[config.mk]
export PLATFORM = sky130hd
export DESIGN_NAME = phy_tx_lane_scheduler
export DESIGN_NICKNAME = d
export VERILOG_FILES = /design/src/rtl/phy_tx_lane_scheduler.sv
export SDC_FILE = /design/constraint.sdc
export NUM_CORES = 1
export LEC_CHECK = 0
export BUFFER_PORTS_ARGS = -buffer_cell sky130_fd_sc_hd__buf_2
export CAP_MARGIN = 25
export CORE_MARGIN = 8
export CORE_UTILIZATION = 40
export DETAILED_ROUTE_END_ITERATION = 10
export MAX_ROUTING_LAYER = met4
export PLACE_DENSITY = 0.78
export SYNTH_ARGS = -nofsm -noshare
export SYNTH_HDL_FRONTEND = slang
export SYNTH_SLANG_ARGS = --single-unit
[constraint.sdc]
create_clock -name clk -period 2.9 [get_ports clk]
set_clock_uncertainty 0.05 [all_clocks]
set_input_delay 0.145 -clock clk [delete_from_list [all_inputs] [get_ports clk]]
set_output_delay 0.145 -clock clk [all_outputs]
set_load 0.1 [all_outputs]
[src/rtl/phy_tx_lane_scheduler.sv]
// Four-lane round-robin byte scheduler feeding the PHY TX serializer through one registered output slot.
// Optional build macro STRICT_STRIPE_EN selects fixed 0,1,2,3 striping with IDLE_BYTE fill for empty lanes.
module phy_tx_lane_scheduler #(
  parameter int unsigned       DATA_W    = 8,
  parameter logic [DATA_W-1:0] IDLE_BYTE = 8'hBC
) (
  input  logic              clk,
  input  logic              reset_L,
  input  logic              enable,
  input  logic [DATA_W-1:0] In0,
  input  logic [DATA_W-1:0] In1,
  input  logic [DATA_W-1:0] In2,
  input  logic [DATA_W-1:0] In3,
  input  logic              valid0,
  input  logic              valid1,
  input  logic              valid2,
  input  logic              valid3,
  output logic              pop0,
  output logic              pop1,
  output logic              pop2,
  output logic              pop3,
  output logic [DATA_W-1:0] data_out,
  output logic              valid_out,
  input  logic              out_ready,
  output logic              active,
  output logic [1:0]        last_lane
);

  typedef enum logic [1:0] {
    S_OFF   = 2'd0,
    S_RUN   = 2'd1,
    S_DRAIN = 2'd2
  } state_t;

  state_t            r_state;
  state_t            w_state_nxt;
  logic [1:0]        r_ptr;
  logic [1:0]        w_ptr_nxt;
  logic [DATA_W-1:0] r_data;
  logic [DATA_W-1:0] w_data_nxt;
  logic              r_valid;
  logic              w_valid_nxt;
  logic [1:0]        r_lane;
  logic [1:0]        w_lane_nxt;

  logic [DATA_W-1:0] w_in [4];
  logic [3:0]        w_valid_vec;
  logic [3:0]        w_pop;
  logic              w_load_slot;
  logic              w_found;
  logic [1:0]        w_win;
  logic [1:0]        w_cand;

  assign w_in[0]     = In0;
  assign w_in[1]     = In1;
  assign w_in[2]     = In2;
  assign w_in[3]     = In3;
  assign w_valid_vec = {valid3, valid2, valid1, valid0};

  // The output slot can take a new byte when it is empty or its byte leaves this cycle.
  assign w_load_slot = ~r_valid | out_ready;

  // Candidate search: the winner is the first valid lane starting at r_ptr.
  always_comb begin
    w_found = 1'b0;
    w_win   = r_ptr;
    w_cand  = r_ptr;
`ifdef STRICT_STRIPE_EN
    w_found = w_valid_vec[r_ptr];
`else
    for (int i = 0; i < 4; i++) begin
      w_cand = r_ptr + 2'(i);
      if (!w_found && w_valid_vec[w_cand]) begin
        w_found = 1'b1;
        w_win   = w_cand;
      end
    end
`endif
  end

  // NOTE: every signal written here gets a default first, so no path can leave one unassigned and infer a latch.
  always_comb begin
    w_state_nxt = r_state;
    w_ptr_nxt   = r_ptr;
    w_data_nxt  = r_data;
    w_valid_nxt = r_valid;
    w_lane_nxt  = r_lane;
    w_pop       = 4'b0000;

    unique case (r_state)
      S_OFF: begin
        w_valid_nxt = 1'b0;
        w_data_nxt  = IDLE_BYTE;
        if (enable) begin
          w_state_nxt = S_RUN;
        end
      end

      S_RUN: begin
        if (!enable) begin
          // No grant in the cycle enable is seen low; only retire an accepted byte.
          w_state_nxt = S_DRAIN;
          if (w_load_slot) begin
            w_valid_nxt = 1'b0;
            w_data_nxt  = IDLE_BYTE;
          end
        end else if (w_load_slot) begin
          if (w_found) begin
            w_pop[w_win] = 1'b1;
            w_data_nxt   = w_in[w_win];
          end else begin
            w_data_nxt   = IDLE_BYTE;
          end
`ifdef STRICT_STRIPE_EN
          w_valid_nxt = 1'b1;
          w_lane_nxt  = r_ptr;
          w_ptr_nxt   = r_ptr + 2'd1;
`else
          w_valid_nxt = w_found;
          if (w_found) begin
            w_lane_nxt = w_win;
            w_ptr_nxt  = w_win + 2'd1;
          end
`endif
        end
      end

      S_DRAIN: begin
        if (w_load_slot) begin
          w_state_nxt = S_OFF;
          w_valid_nxt = 1'b0;
          w_data_nxt  = IDLE_BYTE;
        end
      end

      default: begin
        w_state_nxt = S_OFF;
      end
    endcase

    // A lane must never see a pop while the block is held in reset.
    if (!reset_L) begin
      w_pop = 4'b0000;
    end
  end

  // NOTE: sequential state uses non-blocking assignments so every register samples pre-edge values.
  always_ff @(posedge clk) begin
    if (!reset_L) begin
      r_state <= S_OFF;
      r_ptr   <= 2'd0;
      r_valid <= 1'b0;
      r_data  <= IDLE_BYTE;
      r_lane  <= 2'd0;
    end else begin
      r_state <= w_state_nxt;
      r_ptr   <= w_ptr_nxt;
      r_valid <= w_valid_nxt;
      r_data  <= w_data_nxt;
      r_lane  <= w_lane_nxt;
    end
  end

  assign pop0      = w_pop[0];
  assign pop1      = w_pop[1];
  assign pop2      = w_pop[2];
  assign pop3      = w_pop[3];
  assign data_out  = r_data;
  assign valid_out = r_valid;
  assign last_lane = r_lane;
  assign active    = (r_state != S_OFF);

endmodule

==> run metrics <==
status finished clean; top cell type's share of synthesized area 0.233; data required time at the worst endpoint between 2000 and 3000 ps; remaining antenna violation count after routing 0; EDFF count, synth 0; post-CTS setup buffers 0; Startpoint Class flip-flop; pre-CTS WS slightly above 700 ps; CTS tree built; GR Overflow Total 0; RR Startpoint r_ptr[1]; main area contributors after synthesis dfxtp_1 23%, ha_1 6.8%, mux2i_1 6.2%; CTS Buffer Depth 2; top fanout value on the critical path 15; CP Capture Type output port; Register Area between 300 and 400 µm²; Remaining DRCs 0; Clk Latency, worst-skew pair 280 ps; non-filler instance count after layout 251; met3 usage 0.0481; WL final around 3800 µm; per-cell routed wire length 15.3 µm; Synth Net Count around 200; reg-to-reg setup timing slack 740 ps; area leader, netlist dfxtp_1; TritonCTS Sinks 15; Slew @ Worst Pin around 950 ps; worst slew margin relative to its limit 0.361; combinational power share 0.449; Num CTS Buffers 3; reg2reg end data_out[3]; Sum Neg Setup Slack 0 ps; I/O pin count 56; Layout Nets around 260; GRT busiest layer met2; post-route worst setup slack 361 ps; FILL cells ~300; worst ir drop on vdd roughly 0.23 mV; sequential element share of the synthesized area 0.233; crit share post-route 0.876; Max Cap Viol 0; R2R depth 7; row count 20; final max-slew violation count 0; critical path arrival approximately 2300 ps; multi-input logic area 902 µm²; Seq pwr share 0.364; GPL Wtd Cong between 0.9 and 1; Die W between 70 and 80 µm; Hold Crit Class primary input to flip-flop; Die Area 5290 µm²; Post-CTS Resized 0; critical path class flip-flop to output port; total vias in the final route 1398; ant diodes 0; mapped cell area ~1300 µm²; H-tree levels 1; synth warn 0; Net Sw Frac 0.435; Syn-to-layout area delta 23.8%; first-pass GRT wire length 6290 µm; post-route minimum period between 2000 and 3000 ps; Fin. Hold Viols 0; Final Core Density 0.522; switching power roughly 270 µW; DR pass1 iterations 4; LEAKAGE 0.000668 µW; vias in the first global route 1323; pin count of the biggest net entering global routing 16; core area between 3000 and 4000 µm²; GR Util All Layers 0.151; synth unique cells 43; P per Cell Area just under 400 nW/µm²; port bufs 55; CP Capture Point pop2; worst setup path start r_state[1]; antenna violations before repair 0; unrepaired setup endpoints after global routing no; HPWL after DPL around 3200 µm; Pint 357 µW; flops & latches, synth 15; power share of the clock group 0.186; Min Hold Slack between 100 and 150 ps; Starting Density 0.421; Placed Cells 247; Clk pin slew, worst setup/hold paths 100 ps; Post-synth top flop dfxtp_1; detailed router's first-iteration violation count ~110; met2 Use GR 0.220; Clock Tree Root clkbuf_4; Avg Inst Size Synth 8.25 µm²; endpoints failing setup 0; CTS Hold Bufs 0; layout cell share with drive strength beyond 1 0.314; Async S/R FF share, synth 0; DR vias/cell about 5.6; die height just over 70 µm; Post-Synthesis Cells roughly 160; M1 GR Usage 0.194; Peak Freq roughly 390 MHz
power groups by stage:
stage               clock, µW  combinational (µW)  sequential (µW)
floorplan                   0                 156              296
global placement            0                 280              234
detailed placement          0                 283              235
CTS                       124                 283              230
global route              138                 307              232
finish                    118                 284              230
metrics by stage:
step	instance area, µm²	total power, µW
after floorplan	1290	452
after global placement	1570	515
after detailed placement	1570	517
after CTS	1590	637
after global routing	1590	677
final	1590	632
worst min path at each step:
stage	startpoint	endpoint	slack (ps)	depth (start not counted)
after global placement	reset_L	data_out[4]	390	2
after global routing	reset_L	data_out[4]	110	2
after detailed placement	reset_L	data_out[7]	390	2
after floorplan	In1[0]	data_out[0]	290	2
final	reset_L	data_out[4]	110	2
after CTS	reset_L	data_out[4]	100	2
registers in the layout, summed over array words and instances, names as in the netlist:
signal / count
r_state: 2
data_out: 8
r_ptr: 2
last_lane: 2
valid_out: 1
cell usage in the layout, fill, tap and decap left out, drive strengths merged, types with 6 or more instances in the layout:
cell    netlist  layout
nand2         7       7
o21a          7       7
inv           6       6
ha            7       7
mux2i         8       8
o21ai        14      14
nor3b         7       7
nor2          8       8
buf           3      56
a211oi        7       7
and2          6       6
dfxtp        15      15
area by class of cell:
cell class / count / area share
multi-input combinational: 126 / 0.566
inverter: 6 / 0.0157
tap: 44 / 0.0346
sequential: 15 / 0.189
clock inverter: 1 / 0.00314
timing repair buffer: 56 / 0.178
clock buffer: 3 / 0.0141
per-layer routing:
metal	part of all wire	vias to the layer above	routed length (µm)
li1	-	708	-
met1	0.46	618	1780
met2	0.42	66	1620
met3	0.10	6	384
met4	0.016	0	60
met5	0	-	0
cells by family (layout without fill, tap and decap cells):
group,after synthesis,count (layout),synth area share
multiplexers,8,8,0.0623
flip-flops,15,15,0.233
AO/OA/AOI/OAI,59,59,0.317
buffers and inverters,15,66,0.0652
adder cells (fa/ha/maj),7,7,0.0681
AND/OR/NAND/NOR,52,52,0.254
cells in the mapped netlist, types with 2 or more instances:
library cell / instances
inv_1: 4
or3_1: 3
nand2_1: 7
nand4b_1: 2
nor2b_1: 5
o21a_1: 7
nor3b_1: 7
nor3_1: 3
a2111oi_0: 5
dfxtp_1: 15
o221ai_1: 2
mux2i_1: 8
o311ai_0: 2
o311ai_1: 3
a211oi_1: 7
nand3_1: 4
o22ai_1: 5
and2_1: 6
o21ai_0: 14
a21oi_1: 5
clkbuf_1: 6
nor2_1: 7
o211ai_1: 2
ha_1: 7
and3b_1: 2
worst max-delay path, cell delays in order (launching register included):
cell	delay [ps]
dfxtp_1	340
inv_1	80
ha_1	430
and2_1	250
nand3_1	120
nor2_1	220
and2_1	190
buf_2	430
(Power assumes the default switching activity.)
